===== src/rtl/mips_bus_pkg.sv =====
// rtl/mips_bus_pkg.sv - shared state encoding and default widths for the memory arbiter
package mips_bus_pkg;

  localparam int ADDR_W_DEF = 32;
  localparam int DATA_W_DEF = 32;

  // Bus owner encoding; the arbiter drives grant straight from this value.
  typedef enum logic [1:0] {
    IDLE  = 2'b00,
    GNT_I = 2'b01,
    GNT_D = 2'b10
  } arb_state_t;

endpackage


===== src/rtl/mips_arb_starve.sv =====
// rtl/mips_arb_starve.sv - data-first priority decision with bounded fetch starvation
module mips_arb_starve
  import mips_bus_pkg::*;
#(
  parameter int STARVE_MAX = 4
) (
  input  logic       clk,
  input  logic       reset,
  input  logic       i_req,
  input  logic       d_req,
  input  logic       arbitrate,
  output arb_state_t next_owner
);

  localparam logic [3:0] MAX_C = 4'(STARVE_MAX);

  logic [3:0] starve_cnt;

  // Data wins until it has taken MAX_C grants in a row past a waiting fetch.
  always_comb begin
    next_owner = IDLE;
    if (d_req && (starve_cnt < MAX_C)) begin
      next_owner = GNT_D;
    end else if (i_req) begin
      next_owner = GNT_I;
    end else if (d_req) begin
      next_owner = GNT_D;
    end
  end

  // Count data grants that passed over a waiting fetch; any other grant resets the run.
  always_ff @(posedge clk or negedge reset) begin
    if (!reset) begin
      starve_cnt <= 4'd0;
    end else if (arbitrate) begin
      case (next_owner)
        GNT_D: begin
          if (!i_req) begin
            starve_cnt <= 4'd0;
          end else if (starve_cnt < MAX_C) begin
            starve_cnt <= starve_cnt + 4'd1;
          end
        end
        GNT_I:   starve_cnt <= 4'd0;
        default: starve_cnt <= starve_cnt;
      endcase
    end
  end

endmodule


===== src/rtl/mips_mem_arbiter.sv =====
// rtl/mips_mem_arbiter.sv - shares one memory bus between the fetch and data ports
module mips_mem_arbiter
  import mips_bus_pkg::*;
#(
  parameter int ADDR_W     = ADDR_W_DEF,
  parameter int DATA_W     = DATA_W_DEF,
  parameter int STARVE_MAX = 4
) (
  input  logic                clk,
  input  logic                reset,
  input  logic [ADDR_W-1:0]   i_address,
  input  logic                i_read,
  output logic [DATA_W-1:0]   i_readdata,
  output logic                i_waitrequest,
  input  logic [ADDR_W-1:0]   d_address,
  input  logic                d_read,
  input  logic                d_write,
  input  logic [DATA_W/8-1:0] d_byteenable,
  input  logic [DATA_W-1:0]   d_writedata,
  output logic [DATA_W-1:0]   d_readdata,
  output logic                d_waitrequest,
  output logic [ADDR_W-1:0]   m_address,
  output logic                m_read,
  output logic                m_write,
  output logic [DATA_W/8-1:0] m_byteenable,
  output logic [DATA_W-1:0]   m_writedata,
  input  logic [DATA_W-1:0]   m_readdata,
  input  logic                m_waitrequest,
  output logic [1:0]          grant
);

  arb_state_t state;
  arb_state_t state_next;
  arb_state_t next_owner;
  logic       i_req;
  logic       d_req;
  logic       arbitrate;

  assign i_req = i_read;
  assign d_req = d_read | d_write;

  // Decide in IDLE, or on the edge where the current owner's transfer completes.
  assign arbitrate = (state == IDLE) | ~m_waitrequest;

  mips_arb_starve #(
    .STARVE_MAX(STARVE_MAX)
  ) u_starve (
    .clk       (clk),
    .reset     (reset),
    .i_req     (i_req),
    .d_req     (d_req),
    .arbitrate (arbitrate),
    .next_owner(next_owner)
  );

  // Owner register; reset drops the bus immediately, abandoning any transfer.
  always_ff @(posedge clk or negedge reset) begin
    if (!reset) begin
      state <= IDLE;
    end else begin
      state <= state_next;
    end
  end

  // Hold the owner until its transfer completes, then hand over without a bubble.
  always_comb begin
    state_next = state;
    if (arbitrate) begin
      state_next = next_owner;
    end
  end

  // Route the owner onto the bus; a simultaneous read+write is forwarded as a write.
  always_comb begin
    m_address    = '0;
    m_read       = 1'b0;
    m_write      = 1'b0;
    m_byteenable = '1;
    m_writedata  = d_writedata;
    case (state)
      GNT_I: begin
        m_address = i_address;
        m_read    = i_read;
      end
      GNT_D: begin
        m_address    = d_address;
        m_read       = d_read & ~d_write;
        m_write      = d_write;
        m_byteenable = d_byteenable;
      end
      default: ;
    endcase
  end

  assign i_waitrequest = i_req & ~((state == GNT_I) & ~m_waitrequest);
  assign d_waitrequest = d_req & ~((state == GNT_D) & ~m_waitrequest);
  assign i_readdata    = m_readdata;
  assign d_readdata    = m_readdata;
  assign grant         = state;

endmodule


===== config.mk =====
export PLATFORM = sky130hd
export DESIGN_NAME = mips_mem_arbiter
export DESIGN_NICKNAME = d
export VERILOG_FILES = /design/src/rtl/mips_bus_pkg.sv /design/src/rtl/mips_arb_starve.sv /design/src/rtl/mips_mem_arbiter.sv
export SDC_FILE = /design/constraint.sdc
export NUM_CORES = 1
export LEC_CHECK = 0
export ABC_AREA = 1
export CAP_MARGIN = 20
export CORE_AREA = 2 2 108 110
export DETAILED_ROUTE_END_ITERATION = 12
export DIE_AREA = 0 0 110 112
export GPL_ROUTABILITY_DRIVEN = 1
export GPL_TIMING_DRIVEN = 0
export HOLD_SLACK_MARGIN = 0.08
export PLACE_DENSITY_LB_ADDON = 0.3
export SLEW_MARGIN = 15
export SYNTH_ARGS = -nofsm -noshare
export SYNTH_HDL_FRONTEND = slang
export SYNTH_SLANG_ARGS = --single-unit

===== constraint.sdc =====
create_clock -name clk -period 1.9 [get_ports clk]
set_clock_uncertainty 0.2 [all_clocks]
set_input_delay 0.475 -clock clk [delete_from_list [all_inputs] [get_ports clk]]
set_output_delay 0.475 -clock clk [all_outputs]
set_load 0.03 [all_outputs]

* Word-level counts from Yosys, hierarchy flattened
Cells that the tools add are included.
** Operators by class
- Add/subtract/negate cells :: 1
- Order comparisons :: 1
- Equality and inequality tests :: 5
- Mux-type cells :: 10
- Bitwise operators :: 11
- Reduce and logical (&&, ||, !) cells :: 4
** Operators by type and width (count)
- $pmux 32 s2 :: 1
- $mux 4 :: 3
- $pmux 4 s2 :: 1
- $mux 2 :: 3
- $and 1x1->1 :: 5
- $add 4x1->4 const B :: 1
- $eq 2x1->1 const B :: 2
- $eq 2x2->1 const B :: 2
- $lt 4x3->1 const B :: 1
- $not 1->1 :: 4
- $ne 3x2->1 const B :: 1
- $reduce_and 3->1 :: 1
- $logic_not 2->1 :: 1
- $or 1x1->1 :: 2
- $pmux 1 s2 :: 1
- $reduce_bool 2->1 :: 1
- $logic_and 1x1->1 :: 1
- $mux 1 :: 1
** Word-level totals
- Register bits :: 6
- Bits of input ports :: 138
- Output and inout port bits :: 138
- Logic and storage cells :: 34

* Depth between registers and ports, before layout
- Depth in word-level cells :: 7
- Mapped depth :: 9
- Mapped depth without buffers :: 9

* Modules after synthesis
From an unflattened synthesis, not the netlist that was laid out.
** Second synthesis, totals
- Cell total of the unflattened synthesis :: 271
- Area total of the unflattened synthesis :: 1634.1 um^2
** Modules (own cells, without submodules)
- mips_mem_arbiter :: instances 1, cells an instance 236, area each 1396.3 um^2, seq. area each 50.0 um^2
- mips_arb_starve :: instances 1, cells an instance 35, area each 237.7 um^2, seq. area each 100.1 um^2

* Worst setup path after synthesis
Ideal clock, no wire load.
- Path type :: register to output
- Start :: register state[0] (netlist: grant[0])
- End :: output m_address[12]
- Arrival time :: 1654 ps
- Required time :: 1225 ps
- Path slack :: -429 ps
- Stages on the path, launching flop included :: 6
- Buffers on the path :: 1
- Cell sequence :: dfrtp_1 -> inv_1 -> ha_1 -> inv_1 -> buf_2 -> a21oi_1
** Between the ends
- Longest elaborated chain between the ends :: 2
- Elaborated cells on any way between the ends :: 3
- Those cells by class :: 2 x eq/ne; 1 x mux
** Ends and longest elaborated chain
- from (decl) :: RTL line mips_mem_arbiter.sv:32 : arb_state_t state;
- from (signal assigned) :: RTL line mips_mem_arbiter.sv:61 : state <= state_next;
- $eq 2x2->1 / $eq 2x1->1 (equally long branches) :: RTL line mips_mem_arbiter.sv:80 : case (state)
- $pmux 32 s2 (*) :: RTL line mips_mem_arbiter.sv:80
- to (decl) :: RTL line mips_mem_arbiter.sv:22 : output logic [ADDR_W-1:0] m_address,
Mark *: on every way between the ends. The rest lies on a longest branch, timed or not.

* Final worst setup path
- Start :: register state[1] (netlist: grant[1])
- End :: output m_address[9]
The elaborated chain is that of the path after synthesis.

==> flow_metrics.env <==
export IMPL_drt_initial_drc_count=54
export IMPL_syn_nets=408
export IMPL_die_x_um=110
export IMPL_area_growth_pct=204.2
export IMPL_wl_per_cell_um=13.72
export IMPL_finalNetCount=644
export IMPL_async_reset_ff_frac=1.000
export IMPL_p_int_w=0.001756
export IMPL_fin_util=0.4575
export IMPL_numCtsBuffers=3
export IMPL_fin_ws_ps=-337.4
export IMPL_grt_max_degree=11
export IMPL_preCtsSetupSlack_ps=-740.4
export IMPL_finalCritPeriodShare=1.178
export IMPL_synth_area_top_cells="buf_4 (43%), nand2_1 (17%), a21oi_1 (9.2%)"
export IMPL_syn_mean_instance_area_um2=6.317
export IMPL_status="finished, violations left"
export IMPL_syn_inst=266
export IMPL_core_area_mm2=0.01117
export IMPL_p_per_area_mw_per_mm2=620.5
export IMPL_start_util=0.1504
export IMPL_dp_final_hpwl_mm=7.231
export IMPL_stdcell_count=643
export IMPL_placed_cells=620
export IMPL_maxCapViolations=0
export IMPL_synth_seq_cells=6
export IMPL_drcViolationCount=0
export IMPL_die_area_mm2=0.01232
export IMPL_crit_required_ps=1220
export IMPL_ys_seq_area_frac=0.08935
export IMPL_vdd_drop_max_mv=0.5312
export IMPL_ios=276
export IMPL_end_kind="output port"
export IMPL_placementRows=39
export IMPL_dieHeight_um=112
export IMPL_setup_viol_count_final=41
export IMPL_yosysTopAreaCell="buf_4"
export IMPL_switching_share=0.4464
export IMPL_violations="setup timing"
export IMPL_overflow=0
export IMPL_vias=2369
export IMPL_ant_nets=0
export IMPL_drive_gt1_frac=0.5220
export IMPL_cts_sinks=6
export IMPL_insertion_delay_ps=230
export IMPL_tns_ps=-11820
export IMPL_synth_commonest_cells="buf_4 (96), nand2_1 (77), a21oi_1 (31), inv_1 (13), buf_6 (8)"
export IMPL_cp_slowest_cell="dfrtp_2"
export IMPL_cp_start_kind="register"
export IMPL_numPortBuffers=211
export IMPL_drv_slew=0
export IMPL_ys_flop_type="dfrtp_1"
export IMPL_hp_class="primary input to async pin"
export IMPL_criticalPathCategory="register to output port"
export IMPL_pwr_share_comb=0.840
export IMPL_cts_root_buf="clkbuf_16"
export IMPL_cts_tree="yes"
export IMPL_cp_max_fo=7
export IMPL_yosys_area_top_type_share=0.4289
export IMPL_ys_warn_count=0
export IMPL_timing_hold_ws_ps=289.6
export IMPL_synth_edf_count=0
export IMPL_cts_max_level=1
export IMPL_crit_chain="inv_4 > ha_4 > clkbuf_16 > nand2_1 > a21oi_4 > buf_6"
export IMPL_gp_congestion=0.8242
export IMPL_seqPwrFrac=0.051
export IMPL_n_fill_cell=1105
export IMPL_worstPathArrival_ps=1560
export IMPL_clockBufferDepth=2
export IMPL_p_sw_w=0.001416
export IMPL_tightestPinTransition_ps=343.0
export IMPL_slew_limit_headroom=0.7710
export IMPL_grt_setup_unrepaired="yes"
export IMPL_cp_slowest_stage_delay_ps=420
export IMPL_antenna_found_initial=0
export IMPL_hold_viol_final=0
export IMPL_syn_area_mm2=0.001680
export IMPL_diodes=0
export IMPL_grt_use_total=0.1247
export IMPL_leakage_nw=2.342
export IMPL_drt_total_wl_mm=8.819
export IMPL_fmax_ghz=0.4469
export IMPL_grt_pass1_wl_mm=11.99
export IMPL_clk_pin_slew_ps=40
export IMPL_synth_most_common_cell="buf_4"
export IMPL_grt_pass1_vias=2389
export IMPL_yosysUniqueCellTypes=17
export IMPL_first_pass_iters=3
export IMPL_clock_power_share=0.110
export IMPL_fin_crit_ps=2237
export IMPL_viasPerCell=3.684
## path summary, 6_finish.rpt
path,startpoint,slack (ps),depth (start not counted),end
max in group asynchronous,reset,960,1,grant[0]
max reg2reg,grant[1],490,9,u_starve.starve_cnt[1]
min in group clk,u_starve.starve_cnt[1],290,2,u_starve.starve_cnt[1]
min reg2reg,u_starve.starve_cnt[1],290,2,u_starve.starve_cnt[1]
min,reset,290,1,u_starve.starve_cnt[3]
max,grant[1],-340,6,m_address[9]
## repair_timing
item	in CTS	in global routing
hold endpoints to repair	0	0
buffers inserted	14	2
endpoints found under the setup margin	44	61
resized for setup	311	55
hold buffers	0	0
cloned	2	4
pin swaps	1	6
## state kept, by name (all words and copies together), names as in the netlist
signal,cells
u_starve.starve_cnt,4
grant,2
## power by group through the flow
stage	registers, W	logic [W]	clock network (W)
finish	0.000162	0.00266	0.000347
global route	0.000164	0.00280	0.000355
CTS	0.000164	0.00256	0.000349
detailed placement	0.000167	0.00220	0
global placement	0.000164	0.00219	0
floorplan	0.000176	0.00141	0
## kinds of logic after synthesis
| kind of cell | count (synthesis) | share of synthesized area |
|---|---|---|
| compound gates | 38 | 0.1236 |
| fa+ha+maj | 4 | 0.02979 |
| buf+inv | 123 | 0.5272 |
| flops | 6 | 0.08935 |
| simple gates | 95 | 0.2301 |
## placed cells by master (no fill, tap or decap)
cell / instances
nand2_4: 6
inv_2: 3
a21oi_4: 35
buf_8: 3
nor2_2: 1
dfrtp_2: 2
buf_12: 10
clkbuf_16: 7
buf_16: 2
ha_4: 3
buf_6: 44
nand2_1: 43
o21ai_1: 1
nand3_4: 1
o22ai_1: 2
dlymetal6s2s_1: 21
inv_8: 1
inv_4: 3
nand3_1: 3
clkdlybuf4s50_1: 145
ha_1: 1
nor2_1: 5
inv_1: 9
dlygate4sd2_1: 5
dfrtp_1: 4
buf_4: 104
or2_4: 4
nand2_2: 32
## through the flow
step | power [W] | area [µm²]
floorplan | 0.001582 | 2157
finish | 0.003172 | 5112
global placement | 0.002352 | 4448
global route | 0.003323 | 5112
detailed placement | 0.002369 | 4448
CTS | 0.003072 | 4835
## area by class of cell
class | count | area (µm²) | area share
plain buffers | 105 | 885.9 | 0.1733
clock buffers | 3 | 75.07 | 0.01468
inverters | 16 | 75.07 | 0.01468
multi-input cells | 137 | 1196 | 0.2340
flip-flops and latches | 6 | 152.6 | 0.02986
well taps | 143 | 178.9 | 0.03500
repair buffers | 233 | 2549 | 0.4985
## critical path: cells and delay by family, from the launching register on
kind	cells	cell delay [ps]
AO/OA/AOI/OAI	1	160
adder cells (fa/ha/maj)	1	240
buffers and inverters	3	410
flip-flops	1	420
AND/OR/NAND/NOR	1	90
## per-layer routing
metal | global-route usage | part of all wire | vias up
met4 | 0.02110 | 0.0076 | 0
met1 | 0.1205 | 0.34 | 1044
li1 | - | - | 1194
met2 | 0.2540 | 0.55 | 125
met3 | 0.03571 | 0.10 | 6
met5 | 0 | 0 | -
No activity file was read; power rests on OpenSTA's default activity.
